<file path="src/rtl/frame_scale_engine.sv">
// Framebuffer scaling engine: copy, nearest-neighbour zoom-in, decimation
// zoom-out and block-average zoom-out between two frames of one RAM.
module frame_scale_engine #(
    parameter int IMG_W    = 320,
    parameter int IMG_H    = 240,
    parameter int ADDR_W   = 17,
    parameter int PIX_W    = 8,
    parameter int RD_LAT   = 2,
    parameter int SRC_BASE = 0,
    parameter int DST_BASE = 76800
) (
    input  logic              clock,
    input  logic              reset,
    input  logic              start,
    input  logic [1:0]        mode,
    input  logic [1:0]        zoom,
    input  logic              abort,
    output logic [ADDR_W-1:0] rd_addr,
    input  logic [PIX_W-1:0]  rd_data,
    output logic [ADDR_W-1:0] wr_addr,
    output logic [PIX_W-1:0]  wr_data,
    output logic              wr_en,
    output logic              busy,
    output logic              done,
    output logic              error
);

    localparam logic [1:0] MODE_COPY  = 2'd0;
    localparam logic [1:0] MODE_NN    = 2'd1;
    localparam logic [1:0] MODE_DECIM = 2'd2;
    localparam logic [1:0] MODE_AVG   = 2'd3;

    localparam int MAXD  = (IMG_W > IMG_H) ? IMG_W : IMG_H;
    localparam int CW    = $clog2(MAXD + 1);
    localparam int ACC_W = PIX_W + 4;

    localparam logic [31:0] W32     = IMG_W;
    localparam logic [31:0] H32     = IMG_H;
    localparam logic [31:0] SRC_B32 = SRC_BASE;
    localparam logic [31:0] DST_B32 = DST_BASE;
    localparam logic [1:0]  WAIT_END = 2'(RD_LAT - 1);

    typedef enum logic [2:0] {
        S_IDLE,
        S_RD_ISSUE,
        S_RD_WAIT,
        S_WR,
        S_DONE
    } state_t;

    state_t state, state_nx;

    logic [1:0]        mode_q, zoom_q;
    logic [CW-1:0]     ix, iy;
    logic [1:0]        tx, ty;
    logic [1:0]        wait_cnt;
    logic [ACC_W-1:0]  acc;
    logic [ADDR_W-1:0] rd_addr_q;
    logic              error_q;

    logic [CW-1:0]     out_w, out_h;
    logic [1:0]        f_last;
    logic              cmd_ok, wait_last, last_tap, last_col, last_row, first_tap;
    logic [31:0]       ox, oy, sx, sy, dx, dy;
    logic [ADDR_W-1:0] rd_calc, wr_calc;
    logic [PIX_W-1:0]  pix_out;

    // Block average: divide the tap sum by F*F (shift by 2*zoom), truncating.
    function automatic logic [PIX_W-1:0] avg_trunc(input logic [ACC_W-1:0] sum,
                                                   input logic [1:0]       zq);
        logic [ACC_W-1:0] sh;
        sh = sum >> {zq, 1'b0};
        return sh[PIX_W-1:0];
    endfunction

    assign cmd_ok    = (mode == MODE_COPY) || (zoom == 2'd1) || (zoom == 2'd2);
    assign wait_last = (wait_cnt == WAIT_END);
    assign first_tap = (tx == 2'd0) && (ty == 2'd0);
    assign last_tap  = (mode_q != MODE_AVG) || ((tx == f_last) && (ty == f_last));
    assign last_col  = (ix == out_w - CW'(1));
    assign last_row  = (iy == out_h - CW'(1));

    // Output extent, window offsets and source/destination coordinates.
    always_comb begin
        f_last = 2'((32'd1 << zoom_q) - 32'd1);
        ox     = (W32 - (W32 >> zoom_q)) >> 1;
        oy     = (H32 - (H32 >> zoom_q)) >> 1;
        out_w  = CW'(IMG_W);
        out_h  = CW'(IMG_H);
        sx     = 32'(ix);
        sy     = 32'(iy);
        dx     = 32'(ix);
        dy     = 32'(iy);
        case (mode_q)
            MODE_NN: begin
                sx = ox + (32'(ix) >> zoom_q);
                sy = oy + (32'(iy) >> zoom_q);
            end
            MODE_DECIM: begin
                out_w = CW'(W32 >> zoom_q);
                out_h = CW'(H32 >> zoom_q);
                sx    = 32'(ix) << zoom_q;
                sy    = 32'(iy) << zoom_q;
                dx    = ox + 32'(ix);
                dy    = oy + 32'(iy);
            end
            MODE_AVG: begin
                out_w = CW'(W32 >> zoom_q);
                out_h = CW'(H32 >> zoom_q);
                sx    = (32'(ix) << zoom_q) + 32'(tx);
                sy    = (32'(iy) << zoom_q) + 32'(ty);
                dx    = ox + 32'(ix);
                dy    = oy + 32'(iy);
            end
            default: begin
            end
        endcase
        rd_calc = ADDR_W'(SRC_B32 + sy * W32 + sx);
        wr_calc = ADDR_W'(DST_B32 + dy * W32 + dx);
        pix_out = (mode_q == MODE_AVG) ? avg_trunc(acc, zoom_q) : acc[PIX_W-1:0];
    end

    assign busy    = (state == S_RD_ISSUE) || (state == S_RD_WAIT) || (state == S_WR);
    assign done    = (state == S_DONE);
    assign error   = error_q;
    assign wr_en   = (state == S_WR);
    assign wr_addr = wr_en ? wr_calc : '0;
    assign wr_data = wr_en ? pix_out : '0;
    assign rd_addr = (state == S_RD_ISSUE) ? rd_calc : rd_addr_q;

    // State register.
    always_ff @(posedge clock or posedge reset) begin
        if (reset) state <= S_IDLE;
        else       state <= state_nx;
    end

    // Next-state: read/wait per tap, one write per output pixel; abort wins while busy.
    always_comb begin
        state_nx = state;
        case (state)
            S_IDLE:     if (start && cmd_ok) state_nx = S_RD_ISSUE;
            S_RD_ISSUE: state_nx = S_RD_WAIT;
            S_RD_WAIT:  if (wait_last) state_nx = last_tap ? S_WR : S_RD_ISSUE;
            S_WR:       state_nx = (last_col && last_row) ? S_DONE : S_RD_ISSUE;
            S_DONE:     state_nx = S_IDLE;
            default:    state_nx = S_IDLE;
        endcase
        if (abort && busy) state_nx = S_IDLE;
    end

    // Command latch, pixel/tap/wait counters, held read address and error pulse.
    always_ff @(posedge clock or posedge reset) begin
        if (reset) begin
            mode_q    <= MODE_COPY;
            zoom_q    <= 2'd0;
            ix        <= '0;
            iy        <= '0;
            tx        <= 2'd0;
            ty        <= 2'd0;
            wait_cnt  <= 2'd0;
            rd_addr_q <= '0;
            error_q   <= 1'b0;
        end else begin
            error_q <= 1'b0;
            case (state)
                S_IDLE: begin
                    if (start) begin
                        if (cmd_ok) begin
                            mode_q   <= mode;
                            zoom_q   <= zoom;
                            ix       <= '0;
                            iy       <= '0;
                            tx       <= 2'd0;
                            ty       <= 2'd0;
                            wait_cnt <= 2'd0;
                        end else begin
                            error_q <= 1'b1;
                        end
                    end
                end
                S_RD_ISSUE: begin
                    rd_addr_q <= rd_calc;
                    wait_cnt  <= 2'd0;
                end
                S_RD_WAIT: begin
                    if (!wait_last) begin
                        wait_cnt <= wait_cnt + 2'd1;
                    end else if (last_tap) begin
                        tx <= 2'd0;
                        ty <= 2'd0;
                    end else if (tx == f_last) begin
                        tx <= 2'd0;
                        ty <= ty + 2'd1;
                    end else begin
                        tx <= tx + 2'd1;
                    end
                end
                S_WR: begin
                    if (last_col) begin
                        ix <= '0;
                        iy <= iy + CW'(1);
                    end else begin
                        ix <= ix + CW'(1);
                    end
                end
                default: begin
                end
            endcase
        end
    end

    // Tap accumulator: restarts on the first tap of each output block.
    always_ff @(posedge clock) begin
        if (state == S_RD_WAIT && wait_last) begin
            acc <= first_tap ? ACC_W'(rd_data) : acc + ACC_W'(rd_data);
        end
    end

endmodule

</file>
<file path="config.mk">
export PLATFORM = sky130hd
export DESIGN_NAME = frame_scale_engine
export DESIGN_NICKNAME = d
export VERILOG_FILES = /design/src/rtl/frame_scale_engine.sv
export SDC_FILE = /design/constraint.sdc
export NUM_CORES = 1
export LEC_CHECK = 0
export ABC_AREA = 1
export ABC_CLOCK_PERIOD_IN_PS = 7300
export CORE_UTILIZATION = 56
export DETAILED_ROUTE_END_ITERATION = 12
export PLACE_DENSITY = 0.86
export SYNTH_ARGS = -nofsm -noshare
export SYNTH_HDL_FRONTEND = slang
export SYNTH_SLANG_ARGS = --single-unit
</file>
<file path="constraint.sdc">
create_clock -name clock -period 7.3 [get_ports clock]
set_clock_uncertainty 0.15 [all_clocks]
set_input_delay 1.46 -clock clock [delete_from_list [all_inputs] [get_ports clock]]
set_output_delay 1.46 -clock clock [all_outputs]
set_load 0.1 [all_outputs]
</file>
==> results of run 1 <==
==> layout make-up <==
type | count | area, sq um
clock buffers | 13 | 260.3
clock inverters | 3 | 45.04
fillers | 1256 | 4708
inverters | 200 | 768.2
multi-input cells | 1065 | 6669
flip-flops and latches | 61 | 1593
well taps | 211 | 264.0
repair buffers | 92 | 1002
repair inverters | 1 | 5.005
==> cell usage after synthesis (all sizes together) (3+ instances only) <==
cell type,number
xor2,37
clkbuf,21
o221ai,3
edfxtp,12
fa,11
nor2,119
clkinv,4
a211oi,3
o211ai,6
ha,124
buf,17
nand3b,3
a21oi,97
nand2,313
o31ai,4
xnor2,14
nor3,14
o22ai,13
a22oi,4
and2,3
a31oi,15
dfrtp,49
o21bai,6
nand4,9
or2,11
o21ai,141
inv,196
nand3,81
nor4,3
==> registers in the layout (all words and copies together), names as in the netlist <==
name	count
state	3
ix	9
error	1
rd_addr_q	17
tx	2
zoom_q	2
ty	2
iy	9
wait_cnt	2
mode_q	2
acc	12
==> worst max-delay path by stage <==
| stage | start | endpoint | slack (ns) | depth (start not counted) |
|---|---|---|---|---|
| final | zoom_q[0] | rd_addr[16] | 0.11 | 30 |
| after global routing | zoom_q[0] | rd_addr[16] | -0.22 | 31 |
| after CTS | zoom_q[1] | wr_addr[16] | 0.02 | 29 |
| after detailed placement | zoom_q[0] | rd_addr[16] | 0.21 | 32 |
| after global placement | zoom_q[0] | wr_addr[16] | 0.43 | 29 |
| after floorplan | zoom_q[1] | wr_addr[16] | 0.004 | 33 |
==> worst register-to-register path, delay by kind of cell, from the launching register on <==
family	cells	cell delay, ns
AO/OA/AOI/OAI	7	1.14
AND/OR/NAND/NOR	10	1.19
XOR/XNOR	1	0.15
flip-flops	1	0.48
adder cells (fa/ha/maj)	6	1.57
buffers and inverters	5	0.51
==> layout by cell type (no fill, tap or decap), drive strengths merged, types with 4 or more instances in the layout <==
cell type,count
nand2,313
inv,195
o21ai,141
ha,124
nor2,119
a21oi,97
nand3,81
buf,50
dfrtp,49
clkdlybuf4s50,40
xor2,37
conb,19
a31oi,15
clkbuf,15
xnor2,14
nor3,14
o22ai,13
edfxtp,12
or2,11
fa,11
nand4,9
o211ai,6
o21bai,6
clkinv,6
o31ai,4
a22oi,4
==> per-stage QoR <==
stage	cells	hold slack, ns	worst slack (ns)
after floorplan	1364	0.3017	0.003876
after global placement	1614	0.3110	0.4271
after detailed placement	1614	0.3194	0.2091
after CTS	1630	0.3297	0.01867
after global routing	1646	0.3472	-0.2190
final	1646	0.3263	0.1133
==> cells by family (layout without fill, tap and decap cells) <==
family / Yosys count / after routing
and+or+nand+nor: 556 / 556
adders and majority gates: 135 / 135
other: 2 / 19
muxes: 2 / 2
DFF: 61 / 61
xor gates and xnor gates: 51 / 51
AOI/OAI and AO/OA: 302 / 302
buffers and inverters: 238 / 309
==> layer usage <==
layer  routed length [microns]  up-vias
met5                         0        -
li1                          -     4616
met1                     10160     4366
met4                       812        0
met3                      1599       75
met2                     12230      380
==> repair_timing <==
item	in CTS	in global routing
gates resized for setup	7	69
setup endpoints to repair	2	7
buffers inserted	0	14
pin swaps	0	15
cloned	0	2
==> summary by stage, run 1 <==
STA
The number of max-slew violations in the final report was 0. Setup repair after global routing could not meet its margin everywhere. The slew at the pin closest to its max-slew limit is 1.222 ns. The achievable clock frequency is 139.1 MHz. Subtracting the final worst setup slack from the clock period gives 7.187 ns. The number of endpoints failing setup at the final stage is 0.

The hold violation count in the final report is 0. In the finished design, the share of the clock period the worst path needs comes to 98.45%. Headroom to the max-slew limit came out at 18.25%. The total negative setup slack is 0 ns.

Clocking
The number of clock buffers added by TritonCTS is 9. Buffers inserted to repair hold after CTS numbered 0. The TritonCTS clock tree is built. The clock insertion delay at the later pin of the skew report is 0.34 ns. Clock tree synthesis found a total of 61 sinks.

The number of H-tree levels is 3. Clock-pin slew was measured on the worst setup and hold paths at 0.05 ns. In this run the clock root is driven by a sky130_fd_sc_hd__clkbuf_16.

The longest clock path from root to sink contains 2 buffers.

Final layout
The share of post-route cells with drive strength above 1 is 11.57%. From synthesis to final layout, the design area changed by 20.09%. The post-layout instance area is 0.01061 sq mm. In the final design database the tool counted 1581 nets. The number of antenna diodes in the final layout is 0. The post-layout utilization of the core is 69.26%.

Logic synthesis
After synthesis, the largest family of logic cells by area is simple AND/OR/NAND/NOR gates. Summing the areas of all xor and xnor instances in the mapped netlist gives 5.142% of the synthesized area. For this run, asynchronously set or reset flops after synthesis account for 80.33%. The number of warnings reported in the yosys synthesis log is 0.

In the synthesized netlist, the number of instances is 1347. Sorting the synthesized cells by area gives the leading types as sky130_fd_sc_hd__ha_1 (18%), sky130_fd_sc_hd__dfrtp_1 (14%), sky130_fd_sc_hd__nand2_1 (13%), sky130_fd_sc_hd__inv_1 (8.1%), sky130_fd_sc_hd__o21ai_0 (7.1%). The top cell type by area accounts for 17.57% of the synthesized area. The portion of synthesized area spent on multiplexers is 0.2267%. The fraction of the mapped netlist area in compound gates is 19.31%. The number of enable flip-flop cells after synthesis is 12. The cell taking the most area after synthesis is sky130_fd_sc_hd__ha_1.

The average instance area after synthesis is 6.557 sq um. The number of distinct library cells after synthesis is 56. The flop and latch count out of synthesis is 61. The adder-cell share of the synthesized area is 20.06%. The area of the mapped netlist is 0.008832 sq mm. The fraction of the yosys area taken by sequential cells is 17.96%. Summing the areas of all and, or, nand and nor instances in the mapped netlist gives 26.41% of the synthesized area. The most used flip-flop cell after synthesis is sky130_fd_sc_hd__dfrtp_1.

Setup path
The end of the worst register-to-register path is rd_addr_q[16]. For the worst flop-to-flop path, the logic depth is 29. For this run, the slowest stage of the critical path takes 0.48 ns. Among all stages on the critical path, the largest delay is contributed by sky130_fd_sc_hd__dfrtp_2. The cell class contributing the biggest share of worst-path delay is adder cells. The buffering stage count on the worst path with inverters included is 6. Data arrives at the worst endpoint at 5.58 ns. The worst setup path is launched from a flip-flop.

The critical path capture point type is an output port. The required time at the worst-slack endpoint is 5.69 ns. The top fanout value on the critical path is 7. The launch point of the worst reg-to-reg path is zoom_q[0].

The internal reg-to-reg setup slack is 2.00 ns. The worst setup path is of the flip-flop to output port kind.

Global route
The via count of the first global-routing pass is 8610. Global routing used 53.29% of the available met2 tracks. The layer flagged by global routing as most heavily used is met2. The pin count of the biggest net entering global routing is 50. The first global-routing pass estimated 39330 microns of wire. The global route total overflow is 0. For this run, global-route usage on met1 was measured as 36.51%.

Across every metal layer, demand over resource in global routing totals 29.96%. The met3 usage in global routing is 3.853%. The initial antenna violation count is 0.

Routing
The detailed-route DRC error count is 0. Dividing the detail-routed wire length by the instance count gives 15.07 microns. The number of nets with antenna violations after routing is 0. The number of DRC markers after the initial detailed-route iteration is 821. The number of iterations in the first detailed-routing pass is 6. For this block, the routed nets add up to 24800 microns of wire. Using the TritonRoute via totals, the vias-per-cell ratio works out to 5.733.

The routed layout has 9437 vias.

Die
The number of top-level design ports is 62. The core area is 0.01531 sq mm. The starting density of the core is 57.67%. The horizontal die dimension is 127.6 microns. In this run the vertical extent of the chip is 127.6 microns.

The die area is 0.01628 sq mm. Row generation in the floorplan step produced 45 rows.

Place
In this run the tool buffered the top-level ports with 61 buffer cells. The wire-length estimate of the detail-placed layout is 18360 microns. At the end of routability-driven placement, the weighted congestion stood at 0.9628.

The total cell area at the placement stage is 0.009887 sq mm.

Min path
The start point of the worst hold path is rd_addr_q[6]. The end point of the most critical hold path is rd_addr_q[6]. The number of instances on the worst hold path is 2. The worst hold path belongs to the class flip-flop to flip-flop.

Run
The tool flagged a number of max-cap violations equal to 0.

Status
The run finished with clean final reports.
Power of run 1 is not shown: default switching activity piles up to over one toggle a cycle in this logic, so the estimate is an artifact.
==> inputs of run 2 (changes only) <==
--- a/config.mk
+++ b/config.mk
@@ -7,6 +7,7 @@
 export LEC_CHECK = 0
 export ABC_AREA = 1
 export ABC_CLOCK_PERIOD_IN_PS = 7300
+export CORE_MARGIN = 2
 export CORE_UTILIZATION = 56
 export DETAILED_ROUTE_END_ITERATION = 12
 export PLACE_DENSITY = 0.86
==> summary by stage, run 2 (same netlist as run 1, synthesis figures left out) <==
Final layout
The antenna cell count came to 0 (unchanged). Relative to the synthesized area, the layout overhead comes to 19.22%. The top register by number of flip-flops is rd_addr_q. The most frequent standard cell in the layout excluding fill and tap cells is sky130_fd_sc_hd__nand2_1. In the final layout, the registers with the most flip-flops are rd_addr_q (17), acc (12). In the layout the commonest cells are sky130_fd_sc_hd__nand2_1 (303), sky130_fd_sc_hd__inv_1 (187), sky130_fd_sc_hd__ha_1 (112).

The filler cell count in the final layout is 1308 (+4.1%). The number of nets in the finished design is 1574 (-0.44%). The number of flip-flops in the largest register is 17 (unchanged).

The multi-input combinational cell area is 0.006668 sq mm (about the same). The total area of sequential cells was 0.001592 sq mm (about the same). The share of post-route cells with drive strength above 1 was 11.13% (-0.43 points).

Setup path
The end of the worst register-to-register path is rd_addr_q[16]. The arrival time of data at the critical path endpoint is 5.44 ns (-0.14 ns). The required time at the worst-slack endpoint is 5.69 ns (about the same).

In this run the critical register-to-register path is launched from zoom_q[1]. The delay of the slowest cell on the worst path was 0.43 ns (-0.05 ns). The internal reg-to-reg setup slack came to 2.15 ns (+0.15 ns). STA classifies the critical path startpoint as a flip-flop. The top fanout value on the critical path is 12 (+5).

Among all stages on the critical path, the largest delay is contributed by sky130_fd_sc_hd__dfrtp_2. The worst setup path is captured at an output port. The category of the critical setup timing path is flip-flop to output port. The depth of the worst register-to-register path came to 31 (+6.9%). The most repeated library cell on the critical path is sky130_fd_sc_hd__nand2_1.

Routing
The number of nets with antenna violations after routing is 0 (unchanged). The number of DRC markers after the initial detailed-route iteration is 816 (-0.61%). The routed via count divided by cell count is 5.726 (-0.13%). The number of iterations in the first detailed-routing pass came to 6 (unchanged). The final wirelength is 24530 microns (-1.1%). The detailed-route DRC error count is 0 (unchanged). The detail-routed net length per standard cell is 14.97 microns (-0.68%).

The total via count after detailed routing is 9385 (-0.55%).

Place
The total of buffers placed on input and output ports is 61 (unchanged). The post-DP HPWL is 18580 microns (+1.2%). The routability congestion estimate is 0.9494 (-1.4%).

STA
The share of the clock period used by the worst path is 96.55% (-1.9 points). The number of endpoints failing setup at the final stage is 0 (unchanged). The number of max-slew violations in the final report is 0 (unchanged). The slew at the pin closest to its max-slew limit is 0.9998 ns (-0.2220 ns). The post-layout minimum cycle time is 7.048 ns (-0.1387 ns). The worst slew margin relative to its limit was 33.14% (+15 points). The achievable clock frequency is 141.9 MHz (+2.0%). Setup repair after global routing could not meet its margin everywhere. The hold violation count in the final report was 0 (unchanged).

The worst-case hold slack is 0.3322 ns (+0.005838 ns).

Run
The max-cap check violation count is 0 (unchanged).

Global route
The via count of the first global-routing pass is 8800 (+2.2%). The global route total overflow is 0 (unchanged). The initial antenna violation count is 0 (unchanged).

The wire length of the first global-routing pass is 40030 microns (+1.8%). The aggregate global-route resource usage is 29.52% (-0.44 points). The pin count of the biggest net entering global routing came to 50 (unchanged).

Die
The horizontal die dimension came to 129.6 microns (+1.6%). The die area was 0.01679 sq mm (+3.2%). The height of the die was 129.6 microns (+1.6%). The core area is 0.01531 sq mm (unchanged). The starting density of the core is 57.67% (unchanged). The number of rows created at floorplan is 45 (unchanged). The number of top-level design ports came to 62 (unchanged).

Min path
The worst hold path terminates at wait_cnt[1]. In this run the most critical hold path is launched from wait_cnt[1]. The class of the worst hold path is flip-flop to flip-flop. The number of instances on the worst hold path is 2 (unchanged).

Clocking
The CTS buffer count is 9 (unchanged). The clock slew seen by the registers of the worst setup and hold paths is 0.06 ns (about the same). The number of H-tree levels was 3 (unchanged). The TritonCTS clock tree is built. The number of buffers on the longest clock path is 2 (unchanged). The cell chosen for the clock root is sky130_fd_sc_hd__clkbuf_16.

The clock insertion delay at the later pin of the skew report is 0.35 ns (about the same). The number of clock sinks was 61 (unchanged).

Status
The flow ran to the end, and the final reports show no timing, DRC or antenna violations.
==> run 2: cell types whose count changed in the layout (fill, tap and decap cells not counted), sizes merged <==
cell / previous run / this run
buf: 50 / 45
clkbuf: 15 / 10
clkinv: 6 / 9
bufinv: 1 / 0
clkinvlp: 2 / 3
==> run 2: worst max path at each step <==
stage	slack, ns	from	to	cells after the start
3_3_place_gp	0.42	zoom_q[0]	wr_addr[16]	30
3_5_place_dp	0.32	zoom_q[0]	wr_addr[16]	30
4_1_cts	0.007	zoom_q[0]	rd_addr[16]	32
2_1_floorplan	0.004	zoom_q[1]	wr_addr[16]	33
6_report	0.25	zoom_q[1]	rd_addr[16]	32
5_1_grt	-0.14	zoom_q[0]	rd_addr[16]	35
==> run 2: final cells by class <==
type	count	share of cell area [%]
multi-input cells	1065	63.32
flip-flops and latches	61	15.11
repair buffers	86	9.173
inverters	200	7.248
well taps	211	2.507
clock buffers	9	2.139
clock inverters	7	0.4990
==> run 2: layer usage <==
metal	GRT usage, %	vias to the layer above	part of all wire [%]
met5	0	-	0
met4	12.59	0	3.7
met3	4.335	77	6.9
met2	51.77	396	48
met1	36.09	4301	41
li1	-	4611	-
==> run 2: timing repair <==
action | CTS | global route
setup buffers | 0 | 7
gates resized for setup | 3 | 68
cloned | 0 | 1
pin swaps | 0 | 12
hold buffers | 0 | 0
setup endpoints to repair | 2 | 6
==> run 2: critical path: cells and delay by family (launching register included) <==
| kind | cells | cell delay [ns] |
|---|---|---|
| AOI/OAI and AO/OA | 9 | 1.20 |
| xor gates and xnor gates | 2 | 0.29 |
| adders and majority gates | 5 | 1.56 |
| buffers and inverters | 5 | 0.79 |
| DFF | 1 | 0.43 |
| and+or+nand+nor | 11 | 0.84 |
==> run 2: per-stage QoR <==
| step | util, % | area (sq um) | std cells | TNS [ns] | setup slack, ns |
|---|---|---|---|---|---|
| after floorplan | - | 8980 | 1364 | 0 | 0.003876 |
| after global placement | 64.61 | 9894 | 1615 | 0 | 0.4187 |
| after detailed placement | 64.61 | 9894 | 1615 | 0 | 0.3190 |
| after CTS | 66.45 | 10180 | 1631 | 0 | 0.006521 |
| after global routing | 68.76 | 10530 | 1639 | -0.1421 | -0.1421 |
| final | 68.76 | 10530 | 1639 | 0 | 0.2520 |
Power of run 2 is left out for the same reason.
